<file path="config.mk">
export PLATFORM = sky130hd
export DESIGN_NAME = route_lookup_dispatcher
export DESIGN_NICKNAME = d
export VERILOG_FILES = /design/src/rtl/route_lookup_pkg.sv /design/src/rtl/sync_fifo.sv /design/src/rtl/route_lookup_dispatcher.sv
export SDC_FILE = /design/constraint.sdc
export NUM_CORES = 1
export LEC_CHECK = 0
export ABC_AREA = 1
export CAP_MARGIN = 20
export CORE_MARGIN = 4
export CORE_UTILIZATION = 40
export DETAILED_ROUTE_END_ITERATION = 10
export GPL_TIMING_DRIVEN = 0
export PLACE_DENSITY = 0.55
export SLEW_MARGIN = 0
export SYNTH_ARGS = -nofsm -noshare
export SYNTH_HDL_FRONTEND = slang
export SYNTH_HIERARCHICAL = 1
export SYNTH_SLANG_ARGS = --single-unit
export TNS_END_PERCENT = 10
</file>
<file path="constraint.sdc">
create_clock -name clk -period 26.1 [get_ports clk]
set_input_delay 7.83 -clock clk [delete_from_list [all_inputs] [get_ports clk]]
set_output_delay 7.83 -clock clk [all_outputs]
set_load 0.02 [all_outputs]
</file>
<file path="src/rtl/route_lookup_pkg.sv">
// Shared types and widths for the port A route lookup front-end.
// A route result is 145 bits: hit flag plus six path fields.
package route_lookup_pkg;

    localparam int SW_IDX_W   = 4;
    localparam int HOST_IDX_W = 6;
    localparam int RESULT_W   = 145;

    typedef struct packed {
        logic        path_valid;
        logic [15:0] out_port;
        logic [15:0] out_qp;
        logic [31:0] nh_ip;
        logic [15:0] nh_port;
        logic [15:0] nh_qp;
        logic [47:0] nh_mac;
    } route_result_t;

endpackage

</file>
<file path="src/rtl/sync_fifo.sv">
// Single-clock show-ahead FIFO with an occupancy count.
// Pushes when full and pops when empty are ignored.
module sync_fifo #(
    parameter int WIDTH = 8,
    parameter int DEPTH = 8
) (
    input  logic                   clk,
    input  logic                   rst,
    input  logic                   push,
    input  logic [WIDTH-1:0]       push_data,
    input  logic                   pop,
    output logic [WIDTH-1:0]       pop_data,
    output logic [$clog2(DEPTH):0] count
);

    localparam int AW = $clog2(DEPTH);
    localparam int CW = AW + 1;

    logic [WIDTH-1:0] mem [DEPTH];
    logic [AW-1:0]    wr_ptr;
    logic [AW-1:0]    rd_ptr;
    logic             do_push;
    logic             do_pop;

    assign do_push  = push && (count != CW'(DEPTH));
    assign do_pop   = pop && (count != '0);
    assign pop_data = mem[rd_ptr];

    // Storage is not reset; only the pointers and count define validity.
    always_ff @(posedge clk) begin
        if (do_push) begin
            mem[wr_ptr] <= push_data;
        end
    end

    always_ff @(posedge clk) begin
        if (rst) begin
            wr_ptr <= '0;
            rd_ptr <= '0;
            count  <= '0;
        end else begin
            if (do_push) begin
                wr_ptr <= wr_ptr + AW'(1);
            end
            if (do_pop) begin
                rd_ptr <= rd_ptr + AW'(1);
            end
            case ({do_push, do_pop})
                2'b10:   count <= count + CW'(1);
                2'b01:   count <= count - CW'(1);
                default: count <= count;
            endcase
        end
    end

endmodule

</file>
<file path="src/rtl/route_lookup_dispatcher.sv">
// Issues route lookups into fixed-latency port A and returns results in tag order.
// Credits cover both queues, so every response has a guaranteed result slot.
module route_lookup_dispatcher
    import route_lookup_pkg::*;
#(
    parameter int TAG_W      = 8,
    parameter int OUT_DEPTH  = 8,
    parameter int LOOKUP_LAT = 5
) (
    input  logic                  clk,
    input  logic                  rst,
    input  logic                  system_ready,
    input  logic                  in_valid,
    output logic                  in_ready,
    input  logic [SW_IDX_W-1:0]   in_src_sw,
    input  logic [HOST_IDX_W-1:0] in_dst_host,
    input  logic [TAG_W-1:0]      in_tag,
    output logic                  req_a_valid,
    output logic [SW_IDX_W-1:0]   req_a_src_sw,
    output logic [HOST_IDX_W-1:0] req_a_dst_host,
    input  logic                  resp_a_valid,
    input  logic                  resp_a_path_valid,
    input  logic [15:0]           resp_a_path_out_port,
    input  logic [15:0]           resp_a_path_out_qp,
    input  logic [31:0]           resp_a_path_next_hop_ip,
    input  logic [15:0]           resp_a_path_next_hop_port,
    input  logic [15:0]           resp_a_path_next_hop_qp,
    input  logic [47:0]           resp_a_path_next_hop_mac,
    output logic                  out_valid,
    input  logic                  out_ready,
    output logic [TAG_W-1:0]      out_tag,
    output logic                  out_path_valid,
    output logic [15:0]           out_port,
    output logic [15:0]           out_qp,
    output logic [31:0]           out_nh_ip,
    output logic [15:0]           out_nh_port,
    output logic [15:0]           out_nh_qp,
    output logic [47:0]           out_nh_mac,
    output logic [15:0]           miss_cnt,
    output logic                  err_orphan,
    output logic                  err_timeout
);

    localparam int CNT_W   = $clog2(OUT_DEPTH) + 1;
    localparam int AGE_MAX = 2 * LOOKUP_LAT;
    localparam int AGE_W   = $clog2(AGE_MAX + 1);
    localparam int BLANK_W = $clog2(LOOKUP_LAT + 2);
    localparam int ENTRY_W = TAG_W + RESULT_W;

    typedef struct packed {
        logic [TAG_W-1:0] tag;
        route_result_t    res;
    } entry_t;

    logic [CNT_W-1:0]   outstanding;
    logic [CNT_W-1:0]   res_count;
    logic [CNT_W-1:0]   reserved;
    logic [BLANK_W-1:0] blank_cnt;
    logic [AGE_W-1:0]   age;
    logic [AGE_W-1:0]   age_next;
    logic [TAG_W-1:0]   tag_head;
    logic [ENTRY_W-1:0] res_head_bits;
    entry_t             res_push;
    entry_t             res_head;
    entry_t             shown;
    route_result_t      resp_res;
    logic               blank;
    logic               accept;
    logic               resp_take;
    logic               resp_orphan;
    logic               out_pop;

    assign blank       = (blank_cnt != '0);
    assign in_ready    = system_ready && !blank && (reserved < CNT_W'(OUT_DEPTH));
    assign accept      = in_valid && in_ready;
    assign resp_take   = resp_a_valid && !blank && (outstanding != '0);
    assign resp_orphan = resp_a_valid && !blank && (outstanding == '0);
    assign out_valid   = (res_count != '0);
    assign out_pop     = out_valid && out_ready;

    assign resp_res = '{
        path_valid: resp_a_path_valid,
        out_port:   resp_a_path_out_port,
        out_qp:     resp_a_path_out_qp,
        nh_ip:      resp_a_path_next_hop_ip,
        nh_port:    resp_a_path_next_hop_port,
        nh_qp:      resp_a_path_next_hop_qp,
        nh_mac:     resp_a_path_next_hop_mac
    };
    assign res_push = '{tag: tag_head, res: resp_res};

    sync_fifo #(
        .WIDTH (TAG_W),
        .DEPTH (OUT_DEPTH)
    ) u_tag_queue (
        .clk       (clk),
        .rst       (rst),
        .push      (accept),
        .push_data (in_tag),
        .pop       (resp_take),
        .pop_data  (tag_head),
        .count     (outstanding)
    );

    sync_fifo #(
        .WIDTH (ENTRY_W),
        .DEPTH (OUT_DEPTH)
    ) u_result_fifo (
        .clk       (clk),
        .rst       (rst),
        .push      (resp_take),
        .push_data (res_push),
        .pop       (out_pop),
        .pop_data  (res_head_bits),
        .count     (res_count)
    );

    // Outputs read as zero whenever the result FIFO holds nothing.
    assign res_head       = entry_t'(res_head_bits);
    assign shown          = out_valid ? res_head : '0;
    assign out_tag        = shown.tag;
    assign out_path_valid = shown.res.path_valid;
    assign out_port       = shown.res.out_port;
    assign out_qp         = shown.res.out_qp;
    assign out_nh_ip      = shown.res.nh_ip;
    assign out_nh_port    = shown.res.nh_port;
    assign out_nh_qp      = shown.res.nh_qp;
    assign out_nh_mac     = shown.res.nh_mac;

    // Age of the oldest outstanding request; restarts when it is answered.
    always_comb begin
        age_next = age;
        if (resp_take || (accept && outstanding == '0)) begin
            age_next = '0;
        end else if (outstanding == '0) begin
            age_next = '0;
        end else if (age != AGE_W'(AGE_MAX)) begin
            age_next = age + AGE_W'(1);
        end
    end

    always_ff @(posedge clk) begin
        if (rst) begin
            reserved       <= '0;
            blank_cnt      <= BLANK_W'(LOOKUP_LAT + 1);
            age            <= '0;
            miss_cnt       <= '0;
            err_orphan     <= 1'b0;
            err_timeout    <= 1'b0;
            req_a_valid    <= 1'b0;
            req_a_src_sw   <= '0;
            req_a_dst_host <= '0;
        end else begin
            case ({accept, out_pop})
                2'b10:   reserved <= reserved + CNT_W'(1);
                2'b01:   reserved <= reserved - CNT_W'(1);
                default: reserved <= reserved;
            endcase
            if (blank) begin
                blank_cnt <= blank_cnt - BLANK_W'(1);
            end
            age <= age_next;
            if (age_next == AGE_W'(AGE_MAX)) begin
                err_timeout <= 1'b1;
            end
            if (resp_take && !resp_a_path_valid && miss_cnt != 16'hFFFF) begin
                miss_cnt <= miss_cnt + 16'd1;
            end
            if (resp_orphan) begin
                err_orphan <= 1'b1;
            end
            req_a_valid <= accept;
            if (accept) begin
                req_a_src_sw   <= in_src_sw;
                req_a_dst_host <= in_dst_host;
            end
        end
    end

endmodule

</file>
* Word level (Yosys, flattened, before mapping)
Memories as Yosys holds them, arrays and structs flattened. A register that Yosys moved wholly into a read port is not among the register bits. Cells that the tools add are included.
Storage, ports and cells: register bits after elaboration 60, bits in read-only memories 0, input port bits 169, bits in latches 0, RAM bits 1288, memories kept 2
Operators by class: shift operators 0, bitwise logic cells 0, multipliers 0, $add $sub $neg 13, mux-type cells 15, divide/modulo/power cells 0, equality and inequality tests 11, reduce and logical (&&, ||, !) cells 24, magnitude comparators 1
Memory list:
- u_result_fifo.mem | depth 8, width 153, rd ports 1, clocked after Yosys merged registers in 1, wr ports 1, line sync_fifo.sv:19 | logic [WIDTH-1:0] mem [DEPTH];
- u_tag_queue.mem | depth 8, width 8, rd ports 1, clocked after Yosys merged registers in 1, wr ports 1, line sync_fifo.sv:19
Operator list (count):
- 2-to-1 mux 153 bit | 1
- one-hot mux 4 bit (2 select lines) | 3
- adder 16 x 1 -> 16 bit, second input constant | 1
- adder 4 x 1 -> 4 bit, second input constant | 4
- != test 16 bit, second input constant | 1
- logical AND 1 bit | 14
- adder 3 x 1 -> 3 bit, second input constant | 4
- 2-to-1 mux 3 bit | 4
- 2-to-1 mux 4 bit | 3
- != test 4 bit, second input constant | 3
- subtractor 4 x 1 -> 4 bit, second input constant | 3
- nonzero test 4 bit | 2
- equality test 2 x 1 -> 1 bit, second input constant | 3
- equality test 2 bit, second input constant | 3
- nonzero test 2 bit | 3
- equality test 4 bit, second input constant | 1
- zero test 4 bit | 1
- < comparator 4 bit, second input constant | 1
- 2-to-1 mux 1 bit | 4
- nonzero test 3 bit | 1
- subtractor 3 x 1 -> 3 bit, second input constant | 1
- zero test 1 bit | 2
- logical OR 1 bit | 1

* Logic depth before layout (Yosys ltp)
Gate-level depths: netlist of run 1.
depth after elaboration 9, gate-level depth with buffers 20, depth with buffers taken out 19

* By module
Netlist of run 1, hierarchy kept.
Modules (own cells, without submodules):
- sync_fifo at u_result_fifo | area an instance 48220.0 µm², sequential area each 37015.5 µm², cells each 3530, times used 1
- route_lookup_dispatcher | area an instance 3278.1 µm², sequential area each 800.8 µm², cells each 614, times used 1
- sync_fifo at u_tag_queue | area an instance 3195.6 µm², sequential area each 2182.1 µm², cells each 274, times used 1

* Least setup slack after synthesis of run 1
Ideal clock, no wire load.
path kind input to output, start input system_ready, end output in_ready, data arrival time 8.086 ns, stages on the path 2, slack 10.184 ns, buffers on the path 0, cell sequence nand2_1 > nor2_2
On the way: word-level cells in the longest chain between the ends 2
Ends and longest elaborated chain:
- start: declaration | line route_lookup_dispatcher.sv:12 | input logic system_ready,
- logical AND 1 bit (2 in a row) | line route_lookup_dispatcher.sv:74 | assign in_ready = system_ready && !blank && (reserved < CNT_W'(OUT_DEPTH));
- end: declaration | line route_lookup_dispatcher.sv:14 | output logic in_ready,
Every way passes these cells.

* Final worst setup path of run 1
Ends and elaborated chain as after synthesis.

==> flow_summary.yaml, run 1 <==
synth:
  ys.warnings.count: 6
  post_synth_arst_share_pct: 0
  ys_seq_area_share_pct: 73.13
  syn_area_mm2: 0.05469
  avgSynthCellArea_um2: 12.38
  yosysUniqueCellTypes: 42
  postSynthRegisterBits: 1354
  syn_inst: 4418
  synth.net_count: 4606
  ys_dominant_reg_cell: "sky130_fd_sc_hd__edfxtp_1"
  synth-edff-count: 1288
finish:
  finalNonFillerCells: 6883
  multi_input_comb_area_mm2: 0.01248
  seq_area_mm2: 0.04000
  drive_gt1_share_pct: 7.891
  layout_common_cells: "1288 x sky130_fd_sc_hd__edfxtp_1, 853 x sky130_fd_sc_hd__nor2_1, 613 x sky130_fd_sc_hd__nand2_1"
  number_of_fill_cells: 11960
  area_growth_pct: 21.12
  most_frequent_standard_cell_in_the_layout_excluding_fill_and_tap_cells: "sky130_fd_sc_hd__edfxtp_1"
  finish.net_count: 5162
  utilization_of_the_core_after_routing_pct: 48.84
sta:
  period_share_pct: 64.77
  fin_crit_ns: 16.90
  timing.clock.skew_ns: 0.01985
  slew_violations: 0
  max_freq_mhz: 59.15
  hold_viol: 0
  setup_ws_ns: 9.195
  tns_ns: 0
  worst-slew-pin-transition_ns: 0.9566
  fin_hold_ws_ns: 0.4590
  grt_setup_unrepaired: "false"
  relSlewSlack_pct: 36.08
  timing.final.setup_violations: 0
power_and_ir_drop:
  vdd_drop_max_mv: 0.05877
  power-per-cell-area_mw_per_mm2: 66.68
  leakagePower_nw: 22.69
global_routing:
  groute.usage.overall_pct: 21.10
  grt_pass1_wl_um: 222000
  first_global_vias: 34140
  global_route_overflow: 0
  grt_start_max_net_pins: 31
  antenna_found_initial: 33
worst_setup_path:
  cpPeakStageDelay_ns: 0.62
  cp-start-kind: "input pin"
  cp_required_ns: 18.27
  reg2reg_depth: 13
  worst_setup_path_end_kind: "primary output"
  critPathArrivalTime_ns: 9.07
  worst_path_most_repeated_cell: "sky130_fd_sc_hd__clkdlybuf4s50_1"
  cpLargestDelayFamily: "buffers and inverters"
  timing.critical_path.to: "in_ready"
  rrSetupSlack_ns: 22.75
  timing.rr.start: "blank_cnt[0]"
  timing_worst_setup_path_type: "in2out"
  timing.critical_path.from: "system_ready"
  cp_slowest_cell: "sky130_fd_sc_hd__clkdlybuf4s50_1"
  cp_cell_sequence: "clkdlybuf4s50_1, nand2_1, nor2_2, clkdlybuf4s50_1"
  critical_path.n_buffers_inverters: 2
  worstSetupPathDepth: 4
  path_max_fanout: 2
  critical_path.reg2reg.endpoint: "u_result_fifo/mem[1][29]"
clock_tree:
  numCtsBuffers: 147
  cts.htree.levels: 4
  cts-root-to-sink-buffers: 3
  clockRootBuffer: "sky130_fd_sc_hd__clkbuf_16"
  clk_pin_slew_worst_paths_ns: 0.06
  tritoncts: "built"
  clock_sink_count: 1354
  post_cts_buffers: 0
  cts-hold-fix-buffers: 0
  worst_skew_pair.late_latency_ns: 0.76
  ctsResizeCount: 0
placed_design:
  gp_routability_congestion: 0.8137
  placedCellCount: 6606
  port-buffer-count: 352
  dp_hpwl_um: 101000
  dp_slack_ns: 9.201
floorplan:
  total_core_area_mm2: 0.1356
  die_y_um: 377.8
  die_width_um: 377.8
  dieArea_mm2: 0.1427
  io_pins: 353
  floorplan.initialDensity_pct: 40.32
  placement_rows: 135
detailed_routing:
  detail_route.iter0.violations: 2998
  dr.pass1.iters: 7
  antenna_left: 0
  wl_per_cell_um: 22.25
  route.final.wire_length_um: 153100
  vias: 35230
  drc_errors: 0
  routed_via_density: 5.118
hold_path:
  worst_min_delay_path_category: "reg2reg"
run_status:
  run_status: "completed"
job:
  max-cap-violations: 0
-- power by group --
part | internal, mW | switching [mW]
combinational | 0.0278 | 0.0367
clock | 1.15 | 0.828
sequential | 2.38 | 0.00116
-- logic make-up after synthesis --
group / Yosys count / synth area share, %
compound gates: 875 / 8.425
xor+xnor: 19 / 0.3043
fa+ha+maj: 19 / 0.4484
buf+inv: 473 / 4.154
flops: 1354 / 73.13
mux: 161 / 2.946
simple gates: 1517 / 10.59
-- stage by stage --
stage	area, um^2	power [mW]
finish	66250	4.418
global route	66200	4.563
CTS	66200	4.466
detailed placement	61640	2.489
global placement	60450	2.487
floorplan	54690	2.434
-- sequential cells by signal, indices dropped and copies added (netlist names), 4 cells and up, named ones only --
signal and flops:
u_result_fifo/mem 1224, u_tag_queue/mem 64, miss_cnt 16, req_a_dst_host 6
age 4, req_a_src_sw 4, reserved 4, u_result_fifo/count 4
u_tag_queue/count 4
-- synth_stat cells, drive strengths merged, types with 21 or more instances --
library cell / count / area [um^2]
nand3: 21 / 105.1
nand2: 617 / 2331
a21oi: 45 / 232.7
o21ai: 665 / 3339
dfxtp: 66 / 1321
nor2: 868 / 3281
mux2i: 161 / 1612
clkbuf: 112 / 424.2
inv: 219 / 824.6
edfxtp: 1288 / 38680
buf: 141 / 1020
o22ai: 161 / 1007
-- routing by layer --
metal	part of all wire, %	up-vias	routed length [um]	global-route usage [%]
met2	47	1012	71710	33.72
met4	2.3	10	3527	6.149
met5	0.040	-	61	0
li1	-	16690	-	-
met3	7.3	206	11240	4.960
met1	43	17320	66590	28.85
-- layout make-up --
class,count,share of cell area (%)
Sequential cell,1354,60.38
Multi-Input combinational cell,2591,18.84
Timing Repair Buffer,407,7.026
Clock buffer,184,5.891
Tap cell,1781,3.364
Buffer,253,2.181
Inverter,220,1.250
Clock inverter,73,0.9897
Antenna cell,20,0.07555
-- how the worst min path moves through the flow --
stage | depth (start not counted) | startpoint | to | slack (ns)
floorplan | 1 | blank_cnt[0] | blank_cnt[0] | 0.42
global placement | 1 | blank_cnt[0] | blank_cnt[0] | 0.44
detailed placement | 1 | blank_cnt[0] | blank_cnt[0] | 0.44
CTS | 1 | blank_cnt[0] | blank_cnt[0] | 0.46
global route | 2 | u_result_fifo/rd_ptr[2] | flip-flop | 0.48
finish | 1 | blank_cnt[0] | blank_cnt[0] | 0.46
Power figures use the tool's default switching activity.
==> run 2: changes to the inputs <==
Settings changed: PLACE_DENSITY 0.55 to 0.57.
Clock period 26.1 ns to 14.1 ns, I/O delays scaled along.
==> run 2 against run 1 <==
  * Via count increased by 0.73%
  * Clock power increased by 75%
  * Count of clock-buffer cells in the layout decreased by 1
  * Flip-flop and latch count unchanged
  * Combinational power increased by 86%
  * Sequential power increased by 85%
  * Utilization decreased by 0.23 points
  * Wire length decreased by 0.10%
  * Critical endpoint unchanged
  * Global-route usage about the same
  * Critical path depth unchanged
  * Hold slack improved by 0.0028 ns
==> flow_summary.yaml, run 2 (synthesis gave the netlist of run 1 again) <==
placed_design:
  gp_routability_congestion: 0.8093
  port-buffer-count: 352
  place_area_mm2: 0.06165
  dp_hpwl_um: 101600
  placedCellCount: 6607
clock_tree:
  cts-root-to-sink-buffers: 3
  ctsResizeCount: 0
  clock_sink_count: 1354
  tritoncts: "built"
  cts.htree.levels: 4
  cts-hold-fix-buffers: 0
  clk_pin_slew_worst_paths_ns: 0.06
  numCtsBuffers: 143
  post_cts_buffers: 0
  worst_skew_pair.late_latency_ns: 0.75
  clockRootBuffer: "sky130_fd_sc_hd__clkbuf_16"
finish:
  most_frequent_standard_cell_in_the_layout_excluding_fill_and_tap_cells: "sky130_fd_sc_hd__edfxtp_1"
  max_ffs_per_register: 1224
  design_area_mm2: 0.06594
  largest-register: "u_result_fifo/mem"
  finalNonFillerCells: 6874
  utilization_of_the_core_after_routing_pct: 48.61
  drive_gt1_share_pct: 7.824
  registers_with_the_highest_flip_flop_counts: "u_result_fifo/mem x1224, u_tag_queue/mem x64, miss_cnt x16"
  finish.net_count: 5159
  area_growth_pct: 20.56
  layout_common_cells: "1288 x sky130_fd_sc_hd__edfxtp_1, 853 x sky130_fd_sc_hd__nor2_1, 613 x sky130_fd_sc_hd__nand2_1"
worst_setup_path:
  critPathArrivalTime_ns: 5.47
  cp_required_ns: 9.87
  path_max_fanout: 2
  timing_worst_setup_path_type: "in2out"
  cp-start-kind: "input pin"
  worst_setup_path_end_kind: "primary output"
floorplan:
  floorplan.initialDensity_pct: 40.32
  total_core_area_mm2: 0.1356
  die_y_um: 377.8
  dieArea_mm2: 0.1427
  io_pins: 353
  placement_rows: 135
  die_width_um: 377.8
global_routing:
  global_route_overflow: 0
  grt_start_max_net_pins: 32
  first_global_vias: 34390
  groute.usage.overall_pct: 21.12
  grt_pass1_wl_um: 223000
  antenna_found_initial: 35
detailed_routing:
  routed_via_density: 5.162
  vias: 35490
  routed_met3_length_um: 11630
  route.final.wire_length_um: 153000
  antenna_left: 0
  routed_wire_length_on_met2_um: 70860
  wl_per_cell_um: 22.25
  dr.pass1.iters: 5
  drc_errors: 0
  route.top_layer_used: "met5"
  detail_route.iter0.violations: 3273
  route.layer.met1.wl_um: 66570
sta:
  fin_hold_ws_ns: 0.4617
  fin_crit_ns: 9.698
  slew_violations: 0
  max_freq_mhz: 103.1
  grt_setup_unrepaired: "false"
  timing.clock.skew_ns: 0.02050
  hold_viol: 0
  worst-slew-pin-transition_ns: 0.8846
  relSlewSlack_pct: 40.88
  period_share_pct: 68.78
  timing.final.setup_violations: 0
power_and_ir_drop:
  net-switching-power_mw: 1.564
  combinationalPowerShare_pct: 1.5
  pwr-share-clk_pct: 43.4
  switching_share_pct: 19.59
  vdd_drop_max_mv: 0.1085
  internal_power_mw: 6.419
  leakagePower_nw: 22.56
  power-per-cell-area_mw_per_mm2: 121.1
  seq_power_share_pct: 55.1
  total_power_mw: 7.983
job:
  max-cap-violations: 0
hold_path:
  worst_min_delay_path_category: "reg2reg"
run_status:
  run_status: "completed"
-- run 2: layout make-up --
type                            instances  area, um^2
Inverter                              220       828.3
Tap cell                             1781        2228
Timing Repair Buffer                  408        4662
Antenna cell                           19       47.55
Clock buffer                          183        3835
Buffer                                253        1445
Sequential cell                      1354       40000
Multi-Input combinational cell       2591       12480
Clock inverter                         65       411.6
Fill cell                           11930       69700
-- run 2: worst paths after layout --
| path | startpoint | endpoint | slack, ns | cells past startpoint |
|---|---|---|---|---|
| max | system_ready | in_ready | 4.40 | 4 |
| min | blank_cnt[0] | blank_cnt[0] | 0.46 | 1 |
| max reg2reg | blank_cnt[0] | u_result_fifo/mem[4][47] | 10.80 | 13 |
| min reg2reg | blank_cnt[0] | blank_cnt[0] | 0.46 | 1 |
-- run 2: worst max-delay path, stage by stage --
cell and delay (ns):
sky130_fd_sc_hd__clkdlybuf4s50_1 0.45, sky130_fd_sc_hd__nand2_1 0.06, sky130_fd_sc_hd__nor2_2 0.11, sky130_fd_sc_hd__clkdlybuf4s50_1 0.62
-- run 2: layer usage --
layer  track usage (%)  up-vias
met2             33.26     1218
met3             4.491      232
met1             29.56    17370
met4             6.287        8
li1                  -    16660
met5                 0        -
-- run 2: power groups by stage --
| stage | registers (mW) | clock network [mW] | logic [mW] |
|---|---|---|---|
| 4_1_cts | 4.40 | 3.55 | 0.122 |
| 5_1_grt | 4.40 | 3.72 | 0.132 |
| 2_1_floorplan | 4.49 | 0 | 0.0173 |
| 6_report | 4.40 | 3.46 | 0.120 |
| 3_5_place_dp | 4.49 | 0 | 0.121 |
| 3_3_place_gp | 4.49 | 0 | 0.118 |
-- run 2: metrics by stage --
step / setup WS, ns / setup TNS, ns
3_5_place_dp: 4.408 / 0
3_3_place_gp: -5.337 / -5805.92
2_1_floorplan: 2.194 / 0
6_report: 4.402 / 0
5_1_grt: 4.340 / 0
4_1_cts: 4.398 / 0
